File: config.mk
export PLATFORM = sky130hd
export DESIGN_NAME = barrel_shift_normalizer
export DESIGN_NICKNAME = d
export VERILOG_FILES = /design/src/rtl/barrel_shift_normalizer.sv
export SDC_FILE = /design/constraint.sdc
export NUM_CORES = 1
export LEC_CHECK = 0
export BUFFER_PORTS_ARGS = -buffer_cell sky130_fd_sc_hd__buf_2
export CORE_MARGIN = 2
export CORE_UTILIZATION = 58
export DETAILED_ROUTE_END_ITERATION = 16
export MAX_ROUTING_LAYER = met4
export PLACE_DENSITY = 0.91
export SLEW_MARGIN = 0
export SYNTH_ARGS = -nofsm -noshare
export SYNTH_HDL_FRONTEND = slang
export SYNTH_SLANG_ARGS = --single-unit
File: constraint.sdc
create_clock -name i_clk -period 6.05 [get_ports i_clk]
set_input_delay 1.21 -clock i_clk [delete_from_list [all_inputs] [get_ports i_clk]]
set_output_delay 1.21 -clock i_clk [all_outputs]
set_load 0.01 [all_outputs]
File: src/rtl/barrel_shift_normalizer.sv
// barrel_shift_normalizer
//   Undoes a barrel shift by walking a 16-bit word back toward its aligned end
//   until the leading one (left mode) or trailing one (right mode) sits at the
//   edge. It reports the normalized word, the recovered byte and the number of
//   positions shifted.
//
// Optional feature macro: NORM_NIBBLE_SKIP_EN
//   When defined, a cycle whose four bits nearest the aligned end are all zero
//   shifts by 4 instead of 1. Results are identical; only latency shrinks.
//
// Ports
//   i_clk              clock, rising edge
//   i_res              asynchronous active-high reset
//   i_start            normalize request, sampled only while idle
//   i_direction_right  1: word was right-shifted, normalize left (to bit 15)
//                      0: word was left-shifted, normalize right (to bit 0)
//   i_word             word to normalize, captured on the accepting edge
//   o_busy             high while scanning
//   o_valid            one-cycle result strobe
//   o_word             normalized word (held until next o_valid)
//   o_data             o_word[15:8] for left mode, o_word[7:0] for right mode
//   o_shift_emount     number of bit positions shifted
//   o_zero             input word was all zeros (cleared on next accepted start)

module barrel_shift_normalizer #(
  parameter int WIDTH = 16,
  parameter int CNT_W = 4
) (
  input  logic             i_clk,
  input  logic             i_res,
  input  logic             i_start,
  input  logic             i_direction_right,
  input  logic [WIDTH-1:0] i_word,
  output logic             o_busy,
  output logic             o_valid,
  output logic [WIDTH-1:0] o_word,
  output logic [7:0]       o_data,
  output logic [CNT_W-1:0] o_shift_emount,
  output logic             o_zero
);

  typedef enum logic {IDLE, SCAN} state_t;

  state_t           state, state_nxt;
  logic [WIDTH-1:0] work, work_nxt;
  logic [CNT_W-1:0] cnt, cnt_nxt;
  logic             dir, dir_nxt;   // 1 = normalize toward bit WIDTH-1
  logic             done;           // result completes on this edge
  logic             zero_hit;       // completing result is the all-zero word
  logic             zero_clr;       // new job accepted, drop the stale o_zero

  // Bit that must be set for the word to count as aligned, and the four bits
  // nearest the aligned end (used only by the nibble skip).
  logic             aligned;
  logic [3:0]       near_nib;

  assign aligned  = dir ? work[WIDTH-1] : work[0];
  assign near_nib = dir ? work[WIDTH-1 -: 4] : work[3:0];

  // ---------------------------------------------------------------------------
  // State register
  // ---------------------------------------------------------------------------
  always_ff @(posedge i_clk or posedge i_res) begin
    if (i_res) state <= IDLE;
    else       state <= state_nxt;
  end

  // ---------------------------------------------------------------------------
  // Next-state / datapath control
  // ---------------------------------------------------------------------------
  always_comb begin
    state_nxt = state;
    work_nxt  = work;
    cnt_nxt   = cnt;
    dir_nxt   = dir;
    done      = 1'b0;
    zero_hit  = 1'b0;
    zero_clr  = 1'b0;

    case (state)
      IDLE: begin
        if (i_start) begin
          work_nxt  = i_word;
          cnt_nxt   = '0;
          dir_nxt   = i_direction_right;
          zero_clr  = 1'b1;
          state_nxt = SCAN;
        end
      end

      SCAN: begin
        // Shifting only discards zeros, so an all-zero word can only be seen
        // on the first scan cycle; the count is still zero there.
        if (work == '0) begin
          done      = 1'b1;
          zero_hit  = 1'b1;
          cnt_nxt   = '0;
          state_nxt = IDLE;
        end else if (aligned) begin
          done      = 1'b1;
          state_nxt = IDLE;
        end else begin
`ifdef NORM_NIBBLE_SKIP_EN
          // Nonzero word with an empty edge nibble: the aligning one is at
          // least four positions away, so a 4-bit jump cannot overshoot.
          if (near_nib == 4'h0) begin
            work_nxt = dir ? (work << 4) : (work >> 4);
            cnt_nxt  = cnt + CNT_W'(4);
          end else begin
            work_nxt = dir ? (work << 1) : (work >> 1);
            cnt_nxt  = cnt + CNT_W'(1);
          end
`else
          work_nxt = dir ? (work << 1) : (work >> 1);
          cnt_nxt  = cnt + CNT_W'(1);
`endif
        end
      end

      default: state_nxt = IDLE;
    endcase
  end

`ifndef NORM_NIBBLE_SKIP_EN
  // near_nib only feeds the nibble skip; keep it visibly consumed otherwise.
  logic unused_near_nib;
  assign unused_near_nib = ^near_nib;
`endif

  // ---------------------------------------------------------------------------
  // Working registers
  // ---------------------------------------------------------------------------
  always_ff @(posedge i_clk or posedge i_res) begin
    if (i_res) begin
      work <= '0;
      cnt  <= '0;
      dir  <= 1'b0;
    end else begin
      work <= work_nxt;
      cnt  <= cnt_nxt;
      dir  <= dir_nxt;
    end
  end

  // ---------------------------------------------------------------------------
  // Result registers: load on the completing edge, hold otherwise
  // ---------------------------------------------------------------------------
  always_ff @(posedge i_clk or posedge i_res) begin
    if (i_res) begin
      o_valid        <= 1'b0;
      o_word         <= '0;
      o_data         <= '0;
      o_shift_emount <= '0;
      o_zero         <= 1'b0;
    end else begin
      o_valid <= done;
      if (done) begin
        o_word         <= work;
        o_data         <= dir ? work[WIDTH-1 -: 8] : work[7:0];
        o_shift_emount <= cnt_nxt;
        o_zero         <= zero_hit;
      end else if (zero_clr) begin
        o_zero <= 1'b0;
      end
    end
  end

  assign o_busy = (state == SCAN);

endmodule
==> impl_results.md, run 1 <==
- Status: finished, final reports clean
- Clock edge transition at the registers on the reported setup and hold paths: 0.09 ns
- Int Power: 0.966 mW
- Leakage dissipation: 1.31 nW
- Count of max-cap constraint violations: 0
- Number of antenna violations at the first check in global routing: 0
- Wire length of the first global-routing pass: 9780 µm
- CP arrival: 3.49 ns
- Synth Net Count: 251
- Residual DRC: 0
- Overall global routing resource usage: 0.264
- Highest net fanout along the worst path: 18
- Buffers inserted by post-CTS timing repair: 0
- Setup violation total in the final timing report: 0
- Library cells used by synthesis: 33
- Area growth from synthesis to layout: 15.0%
- Worst-case headroom to the max-slew limit: 0.284
- VDD IR max: 0.313 mV
- Per-cell routed wire length: 18.2 µm
- Hold Buf Count CTS: 0
- Aggregate routed wire length: 5920 µm
- Yosys warns: 0
- Layout Skew: 0.00492 ns
- Maximum number of pins on one net before global-route repair: 53
- Mapped Area: 2460 µm²
- Antenna Nets Post-Route: 0
- Cell type with the largest total area after synthesis: dfrtp_1
- Area fraction of the dominant cell type after synthesis: 0.529
- Fraction of final layout cells with drive strength greater than 1: 0.273
- Critical Path RT: 6.25 ns
- Cells taking the most area after synthesis: dfrtp_1, a21oi_1, mux2_2
- Post-route clock period utilization: 0.545
- Standard-cell row count: 23
- Switching Share: 0.428
- Top post-synthesis cells by count: dfrtp_1, a21oi_1, nor2_1, nand2_1
- Count of input and output buffers: 50
- Clock root buffer master: clkbuf_8
- Number of vias per cell after detailed routing: 6.33
- Combinational cell fraction of total power: 0.470
- Filler instances: 303
- CTS tree: yes
- GPL Wtd Cong: 0.892
- Buffer levels on the longest clock path: 2
- Insertion delay to the later sink of the worst-skew pair: 0.30 ns
- Cell with the most instances after synthesis: dfrtp_1
- Clock power frac: 0.139
- Standard cell core area: 4030 µm²
- Relative contribution of sequential cells to total power: 0.391
- Final critical path time including I/O delays and setup: 3.30 ns
- Post-synthesis average cell area: 10.7 µm²
- Clock tree sinks: 52
- GRT Residual Overflow: 0
- Dominant synthesized flop cell: dfrtp_1
- Number of nets in the layout: 295
- Total of flip-flops plus latches after synthesis: 52
- Type of the worst min-delay path: flop to flop
- Critical setup path kind: flop to flop
- Worst hold slack across all endpoints: 0.499 ns
- Starting utilization of the core area: 0.611
- Width of the die: 69.1 µm
- Max-slew violation total from the final report: 0
- P per Cell Area: 597 nW/µm²
- Switching power total: 0.722 mW
- Number of instances in the synthesized netlist: 230
- Boundary Pins: 51
- Die Y: 69.1 µm
- Die Outline Area: 4780 µm²
- Final sum of negative setup slack: 0 ns
- Number of CTS-inserted buffers: 5
- Vias in the first global route: 1978
- Iteration count of the initial detailed-routing pass: 5
- Final Hold Viols: 0
- H-tree Lvls: 2
- Unrepaired setup endpoints after global routing: no
- Total number of vias: 2058
- Fraction of the yosys area taken by sequential cells: 0.529
- Initial detailed-routing violation count: 215
- Number of enable-type register cells in the synthesized netlist: 0
- Count of antenna diodes in the layout: 0
- Slew at the pin with the worst max-slew slack: 1.07 ns
- Max Clock Freq: 0.303 GHz
- Cts repair resizes: 0
- Critical Path Source Type: flop
- Share of synthesized flip-flops with an asynchronous set or reset: 1.00
- Total half-perimeter wirelength after legalization and detailed placement: 4040 µm
- Kind of capture point of the worst setup path: flop
## final timing paths
kind | startpoint | endpoint | slack [ns] | cells past startpoint
hold / removal | o_word[5] | o_word[5] | 0.50 | 1
hold reg to reg | o_word[5] | o_word[5] | 0.50 | 1
max in group asynchronous | i_res | work[15] | 4.24 | 2
setup / recovery | work[11] | o_word[1] | 2.75 | 5
min in group asynchronous | i_res | o_busy | 1.17 | 2
setup reg to reg | work[11] | o_word[1] | 2.75 | 5
## kinds of logic after synthesis
logic type,after synthesis,share of synthesized area
fa+ha+maj,1,0.00509
mux,31,0.137
xor+xnor,3,0.0107
simple gates,51,0.0982
buf+inv,27,0.0458
flops,52,0.529
compound gates,65,0.174
## critical path, cell delays in order, from the launching register on
cell and delay (ns):
dfrtp_1 0.46, or4_1 0.61, o41ai_2 0.90, nand2_2 0.51, inv_2 0.35, mux2_2 0.36
## flip-flops by register name, summed over array words and instances (netlist names)
name / count
o_word: 16
o_busy: 1
o_zero: 1
o_valid: 1
o_data: 8
o_shift_emount: 4
work: 16
cnt: 4
dir: 1
## layout make-up
| cell class | instances | area (µm²) | share of cell area |
|---|---|---|---|
| clock buffers | 6 | 72.6 | 0.0257 |
| clock inverters | 2 | 35.0 | 0.0124 |
| inverters | 12 | 45.0 | 0.0159 |
| multi-input cells | 151 | 1050 | 0.370 |
| flip-flops and latches | 52 | 1300 | 0.460 |
| well taps | 50 | 62.6 | 0.0221 |
| repair buffers | 52 | 265 | 0.0938 |
## power groups by stage
stage,Combinational [mW],Clock [mW],Sequential [mW]
floorplan,0.543,0,0.660
global placement,0.764,0,0.652
detailed placement,0.782,0,0.662
CTS,0.789,0.236,0.654
global route,0.874,0.250,0.682
finish,0.793,0.235,0.659
## cell usage in the layout, fill, tap and decap left out, types with 2 or more instances in the layout
| cell type | instances |
|---|---|
| mux2_1 | 9 |
| inv_2 | 2 |
| a221oi_1 | 7 |
| mux2i_1 | 10 |
| nor4_1 | 5 |
| nor2b_1 | 4 |
| nand4_1 | 2 |
| a21oi_1 | 28 |
| o22ai_1 | 6 |
| dfrtp_1 | 52 |
| o21ai_0 | 10 |
| mux2_2 | 12 |
| a32o_1 | 6 |
| clkbuf_8 | 5 |
| nor2_1 | 18 |
| xnor2_1 | 2 |
| buf_2 | 50 |
| inv_1 | 10 |
| nand2b_1 | 2 |
| nand2_1 | 15 |
| buf_4 | 2 |
| a221o_1 | 2 |
| or4_1 | 4 |
## per-layer routing
layer | part of all wire | track usage | up-vias
li1 | - | - | 925
met1 | 0.41 | 0.355 | 1013
met2 | 0.48 | 0.402 | 105
met3 | 0.088 | 0.0556 | 15
met4 | 0.024 | 0.0937 | 0
met5 | 0 | - | -
## metrics by stage
stage | setup slack, ns | power [mW] | instance area (µm²) | std cells | utilization
floorplan | 3.58 | 1.20 | 2460 | 230 | -
global placement | 2.93 | 1.42 | 2720 | 317 | 0.675
detailed placement | 2.79 | 1.44 | 2720 | 317 | 0.675
CTS | 2.81 | 1.68 | 2830 | 325 | 0.702
global route | 2.50 | 1.81 | 2830 | 325 | 0.702
finish | 2.75 | 1.69 | 2830 | 325 | 0.702
Power figures use the tool's default switching activity.
==> run 2: changes to the inputs <==
- ABC_AREA: unset -> 1
- CORE_UTILIZATION: 58 -> 49
- PLACE_DENSITY: 0.91 -> 0.82
- clock period: 6.05 -> 2.85 ns (I/O delays scaled with it)
==> impl_results.md, run 2 <==
- Status: finished, final reports clean
- Iteration count of the initial detailed-routing pass: 4
- Number of instances in the synthesized netlist: 320
- Cells along the critical path: buf_4, buf_2
- Maximum number of pins on one net before global-route repair: 64
- Family of cells with the greatest summed delay on the critical path: flip-flops
- Met1 Use GR: 0.288
- CP arrival: 1.32 ns
- Filler instances: 452
- Count of antenna diodes in the layout: 0
- Overall global routing resource usage: 0.226
- GRT Residual Overflow: 0
- Antenna Nets Post-Route: 0
- Count of max-cap constraint violations: 0
- Critical Path RT: 2.28 ns
- Aggregate routed wire length: 5890 µm
- CTS tree: yes
- Unrepaired setup endpoints after global routing: no
- GPL Wtd Cong: 0.797
- Cell type with the largest total area after synthesis: dfrtp_1
- Buffering stage count on the worst path with inverters included: 2
- Fraction of the yosys area taken by sequential cells: 0.513
- Synth Net Count: 341
- Max-slew violation total from the final report: 0
- Yosys warns: 0
- Commonest cells after routing, fill and taps aside: nand2_1, dfrtp_1, buf_2
- H-tree Lvls: 2
- Buffer levels on the longest clock path: 2
- Max Clock Freq: 0.530 GHz
- Met2 Use GR: 0.364
- Kind of capture point of the worst setup path: primary output
- Final sum of negative setup slack: 0 ns
- Total half-perimeter wirelength after legalization and detailed placement: 4010 µm
- Dominant synthesized flop cell: dfrtp_1
- Number of vias per cell after detailed routing: 5.09
- Post-route clock period utilization: 0.662
- Boundary Pins: 51
- Slowest cell on the critical path: dfrtp_1
- Total number of vias: 2219
- Top post-synthesis cells by count: nand2_1, dfrtp_1, nand3_1, a21oi_1, nor2_1
- Starting utilization of the core area: 0.503
- Fraction of final layout cells with drive strength greater than 1: 0.194
- Clock root buffer master: clkbuf_8
- Mapped Area: 2540 µm²
- Worst-case headroom to the max-slew limit: 0.579
- Area fraction of the dominant cell type after synthesis: 0.513
- Share of synthesized flip-flops with an asynchronous set or reset: 1.00
- Global routing usage on met3: 0.0450
- Initial detailed-routing violation count: 227
- Insertion delay to the later sink of the worst-skew pair: 0.32 ns
- Buffers inserted by post-CTS timing repair: 0
- Area growth from synthesis to layout: 13.9%
- Total of flip-flops plus latches after synthesis: 52
- Count of input and output buffers: 50
- Post-synthesis average cell area: 7.93 µm²
- Standard-cell row count: 26
- Critical Path Source Type: flop
- Clock edge transition at the registers on the reported setup and hold paths: 0.10 ns
- Cell with the most instances after synthesis: nand2_1
- Clock tree sinks: 52
- Slew at the pin with the worst max-slew slack: 0.630 ns
- Cells taking the most area after synthesis: dfrtp_1, nand2_1, nand3_1
- GRT Max-Usage Layer: met2
- Number of enable-type register cells in the synthesized netlist: 0
- Die Outline Area: 5770 µm²
- Die Y: 76.0 µm
- Standard cell core area: 5040 µm²
- Pre-CTS worst setup slack: 1.04 ns
- Width of the die: 76.0 µm
- Highest net fanout along the worst path: 11
- Wire length of the first global-routing pass: 10300 µm
- Leakage dissipation: 1.53 nW
- Library cells used by synthesis: 25
- Setup violation total in the final timing report: 0
- Type of the worst min-delay path: primary input to async pin
- Per-cell routed wire length: 13.5 µm
- P per Cell Area: 1180 nW/µm²
- VDD IR max: 0.545 mV
- Final critical path time including I/O delays and setup: 1.89 ns
- Commonest non-fill, non-tap cell in the layout: nand2_1
- Vias in the first global route: 2200
- Top flop regs: o_word (16), work (16), o_data (8)
- Final Hold Viols: 0
- Cts repair resizes: 0
- Layout Skew: 0.00679 ns
- Number of nets in the layout: 386
- Number of antenna violations at the first check in global routing: 0
- Worst setup slack after layout: 0.964 ns
- Number of CTS-inserted buffers: 5
- Hold Buf Count CTS: 0
- Critical setup path kind: flop to primary output
- Largest incremental delay on the critical path: 0.57 ns
- Residual DRC: 0
-- run 2: cell count changes after synthesis, sizes merged, moves of 6 or more --
cell	before	now
clkbuf	12	3
nand3	0	26
mux2i	10	0
inv	12	18
nand2	16	124
a32o	6	0
o21ai	10	30
mux2	21	0
a21oi	28	21
a221oi	7	0
buf	3	13
-- run 2: final timing paths --
path,from,to,slack (ns),cells after the start
setup / recovery,o_busy,o_busy,0.96,2
hold / removal,i_res,o_word[10],0.28,2
setup reg to reg,dir,o_word[11],1.00,9
hold reg to reg,o_shift_emount[0],o_shift_emount[0],0.48,2
max in group asynchronous,i_res,o_busy,1.96,3
min in group i_clk,o_shift_emount[0],o_shift_emount[0],0.48,2
-- run 2: final cells by class --
cell class	count	area (µm²)	share of cell area
flip-flops and latches	52	1300	0.450
multi-input cells	233	1060	0.366
repair buffers	54	280	0.0969
well taps	70	87.6	0.0303
clock buffers	7	86.3	0.0298
inverters	19	71.3	0.0247
clock inverters	1	7.51	0.00260
-- run 2: cell families after synthesis --
group                    after synthesis  synth area share
buffers and inverters                 35            0.0705
AND/OR/NAND/NOR                      174             0.290
XOR/XNOR                               2           0.00690
flip-flops                            52             0.513
adder cells (fa/ha/maj)                1           0.00493
AO/OA/AOI/OAI                         56             0.115
-- run 2: through the flow --
stage / util / power (mW) / std cells / cell area (µm²) / hold slack (ns)
2_1_floorplan: - / 2.57 / 320 / 2540 / 0.463
4_1_cts: 0.574 / 3.42 / 436 / 2890 / 0.302
3_3_place_gp: 0.555 / 2.90 / 428 / 2800 / 0.458
6_report: 0.574 / 3.41 / 436 / 2890 / 0.278
3_5_place_dp: 0.555 / 2.96 / 428 / 2800 / 0.462
5_1_grt: 0.574 / 3.72 / 436 / 2890 / 0.330
-- run 2: report_power, final --
part	total, mW	switching, mW	internal, mW
clock	0.452	0.254	0.198
combinational	1.63	1.05	0.584
sequential	1.32	0.268	1.05
total	3.41	1.57	1.84
-- run 2: worst register-to-register path, cell delays in order, from the launching register on --
cell	delay, ns
dfrtp_1	0.37
buf_4	0.30
nand2_1	0.11
o21ai_2	0.15
inv_2	0.11
nand2_4	0.11
nand2_8	0.23
inv_2	0.27
nand2_1	0.08
nand2_1	0.06
-- run 2: metal layers --
layer | part of all wire | wire length (µm)
met3 | 0.042 | 245
met5 | 0 | 0
met1 | 0.45 | 2660
met4 | 0.019 | 112
met2 | 0.49 | 2870
==> run 3: changes to the inputs <==
- CORE_UTILIZATION: 49 -> 54
- PLACE_DENSITY: 0.82 -> 0.86
- clock period: 2.85 -> 1.8 ns (I/O delays scaled with it)
==> impl_results.md, run 3 (synthesis results as in run 2) <==
- Fraction of final layout cells with drive strength greater than 1: 0.221
- Buffering stage count on the worst path with inverters included: 1
- FF-to-FF setup slack: 0.11 ns
- Starting utilization of the core area: 0.571
- Clock edge transition at the registers on the reported setup and hold paths: 0.09 ns
- Switching power total: 2.57 mW
- CTS tree: yes
- Clock tree sinks: 52
- Die Y: 72.6 µm
- Area growth from synthesis to layout: 16.9%
- Worst r2r path cells: 9
- Wire length of the first global-routing pass: 10400 µm
- Hold Buf Count CTS: 0
- Critical Path Source Type: flop
- Critical Path RT: 2.01 ns
- Worst-case headroom to the max-slew limit: 0.736
- GPL Wtd Cong: 0.866
- Per-cell routed wire length: 14.2 µm
- Layout Skew: 0.00735 ns
- P per Cell Area: 1890 nW/µm²
- Int Power: 3.05 mW
- Iteration count of the initial detailed-routing pass: 5
- Cells along the critical path: nor2_1, nand3_1, nor2_2, nand2_2, nand2_4, nand2_8, buf_4, nand3_1, nand2_1
- Standard cell core area: 4440 µm²
- Worst setup slack after layout: 0.108 ns
- Total half-perimeter wirelength after legalization and detailed placement: 4190 µm
- Slowest cell on the critical path: dfrtp_1
- Max-slew violation total from the final report: 0
- Initial detailed-routing violation count: 260
- Pre-CTS worst setup slack: 0.0979 ns
- VDD IR max: 0.863 mV
- GRT Residual Overflow: 0
- Combinational cell fraction of total power: 0.526
- Number of CTS-inserted buffers: 5
- Total number of vias: 2391
- Die Outline Area: 5270 µm²
- Max Clock Freq: 0.591 GHz
- Leakage dissipation: 1.59 nW
- Largest incremental delay on the critical path: 0.44 ns
- Family of cells with the greatest summed delay on the critical path: simple AND/OR/NAND/NOR gates
- Count of max-cap constraint violations: 0
- Commonest non-fill, non-tap cell in the layout: nand2_1
- Aggregate routed wire length: 6100 µm
- Clock power frac: 0.115
- Clock root buffer master: clkbuf_8
- Unrepaired setup endpoints after global routing: no
- Slew at the pin with the worst max-slew slack: 0.395 ns
- Width of the die: 72.6 µm
- Post-route cell area: 2970 µm²
- H-tree Lvls: 2
- Cell type with the highest occurrence count on the critical path: nand3_1
- Count of antenna diodes in the layout: 0
- Insertion delay to the later sink of the worst-skew pair: 0.31 ns
- Number of vias per cell after detailed routing: 5.59
- Relative contribution of sequential cells to total power: 0.360
- Highest net fanout along the worst path: 21
- Maximum number of pins on one net before global-route repair: 53
- Status: finished, final reports clean
- Final critical path time including I/O delays and setup: 1.69 ns
- Vias in the first global route: 2263
- Final sum of negative setup slack: 0 ns
- CP Launch Point: work[8]
- Final Hold Viols: 0
- Standard-cell row count: 24
- CP arrival: 1.90 ns
- Commonest cells after routing, fill and taps aside: nand2_1, dfrtp_1, buf_2
- Post-placement cell area: 2880 µm²
- Reg2reg end: work[5]
- Top flop regs: o_word (16), work (16), o_data (8)
- Count of input and output buffers: 50
- Number of nets in the layout: 397
- Post-route clock period utilization: 0.940
- Overall global routing resource usage: 0.262
- Residual DRC: 0
- Switching Share: 0.457
- Kind of capture point of the worst setup path: flop
- Setup violation total in the final timing report: 0
- Type of the worst min-delay path: primary input to async pin
- Antenna Nets Post-Route: 0
- Startpoint of the lowest-slack register-to-register path: work[8]
- Boundary Pins: 51
- Buffer levels on the longest clock path: 2
- Number of antenna violations at the first check in global routing: 0
- Critical setup path kind: flop to flop
## run 3: repair_timing
action / 4_1_cts / 5_1_grt
buffers inserted: 0 / 0
resized for setup: 0 / 3
setup endpoints to repair: 0 / 38
## run 3: power by group through the flow
| stage | logic (mW) | clock network [mW] | registers [mW] |
|---|---|---|---|
| after floorplan | 1.93 | 0 | 2.13 |
| after global placement | 2.82 | 0 | 2.01 |
| after detailed placement | 2.91 | 0 | 2.03 |
| after CTS | 2.93 | 0.651 | 2.01 |
| after global routing | 3.34 | 0.682 | 2.09 |
| final | 2.95 | 0.643 | 2.02 |
## run 3: per-stage QoR
| stage | utilization | power, mW | std cells | hold slack (ns) |
|---|---|---|---|---|
| 2_1_floorplan | - | 4.06 | 320 | 0.463 |
| 3_3_place_gp | 0.649 | 4.83 | 421 | 0.424 |
| 3_5_place_dp | 0.649 | 4.94 | 421 | 0.429 |
| 4_1_cts | 0.666 | 5.59 | 428 | 0.0939 |
| 5_1_grt | 0.668 | 6.11 | 428 | 0.125 |
| 6_report | 0.668 | 5.61 | 428 | 0.0817 |
## run 3: worst min-delay path, delay by kind of cell
kind	cells	cell delay, ns
buf+inv	3	0.43
## run 3: worst max-delay path by stage
stage	to	slack, ns	cells after the start
after floorplan	cnt[0]	0.18	1
after global placement	work[8]	0.16	9
after detailed placement	work[5]	0.1	9
after CTS	work[5]	0.07	9
after global routing	work[5]	0.002	9
final	work[5]	0.11	9
## run 3: layout make-up
type	instances	area [µm²]
well taps	52	65.1
fillers	383	1480
inverters	19	72.6
repair buffers	65	388
multi-input cells	233	1060
clock inverters	1	5.00
flip-flops and latches	52	1300
clock buffers	6	72.6
## run 3: layer usage
layer	routed length, µm	part of all wire	vias up	global-route usage
met5	0	0	-	-
met4	154	0.025	0	0.111
met3	448	0.073	22	0.0611
met2	2870	0.47	113	0.390
met1	2620	0.43	1107	0.345
li1	-	-	1149	-
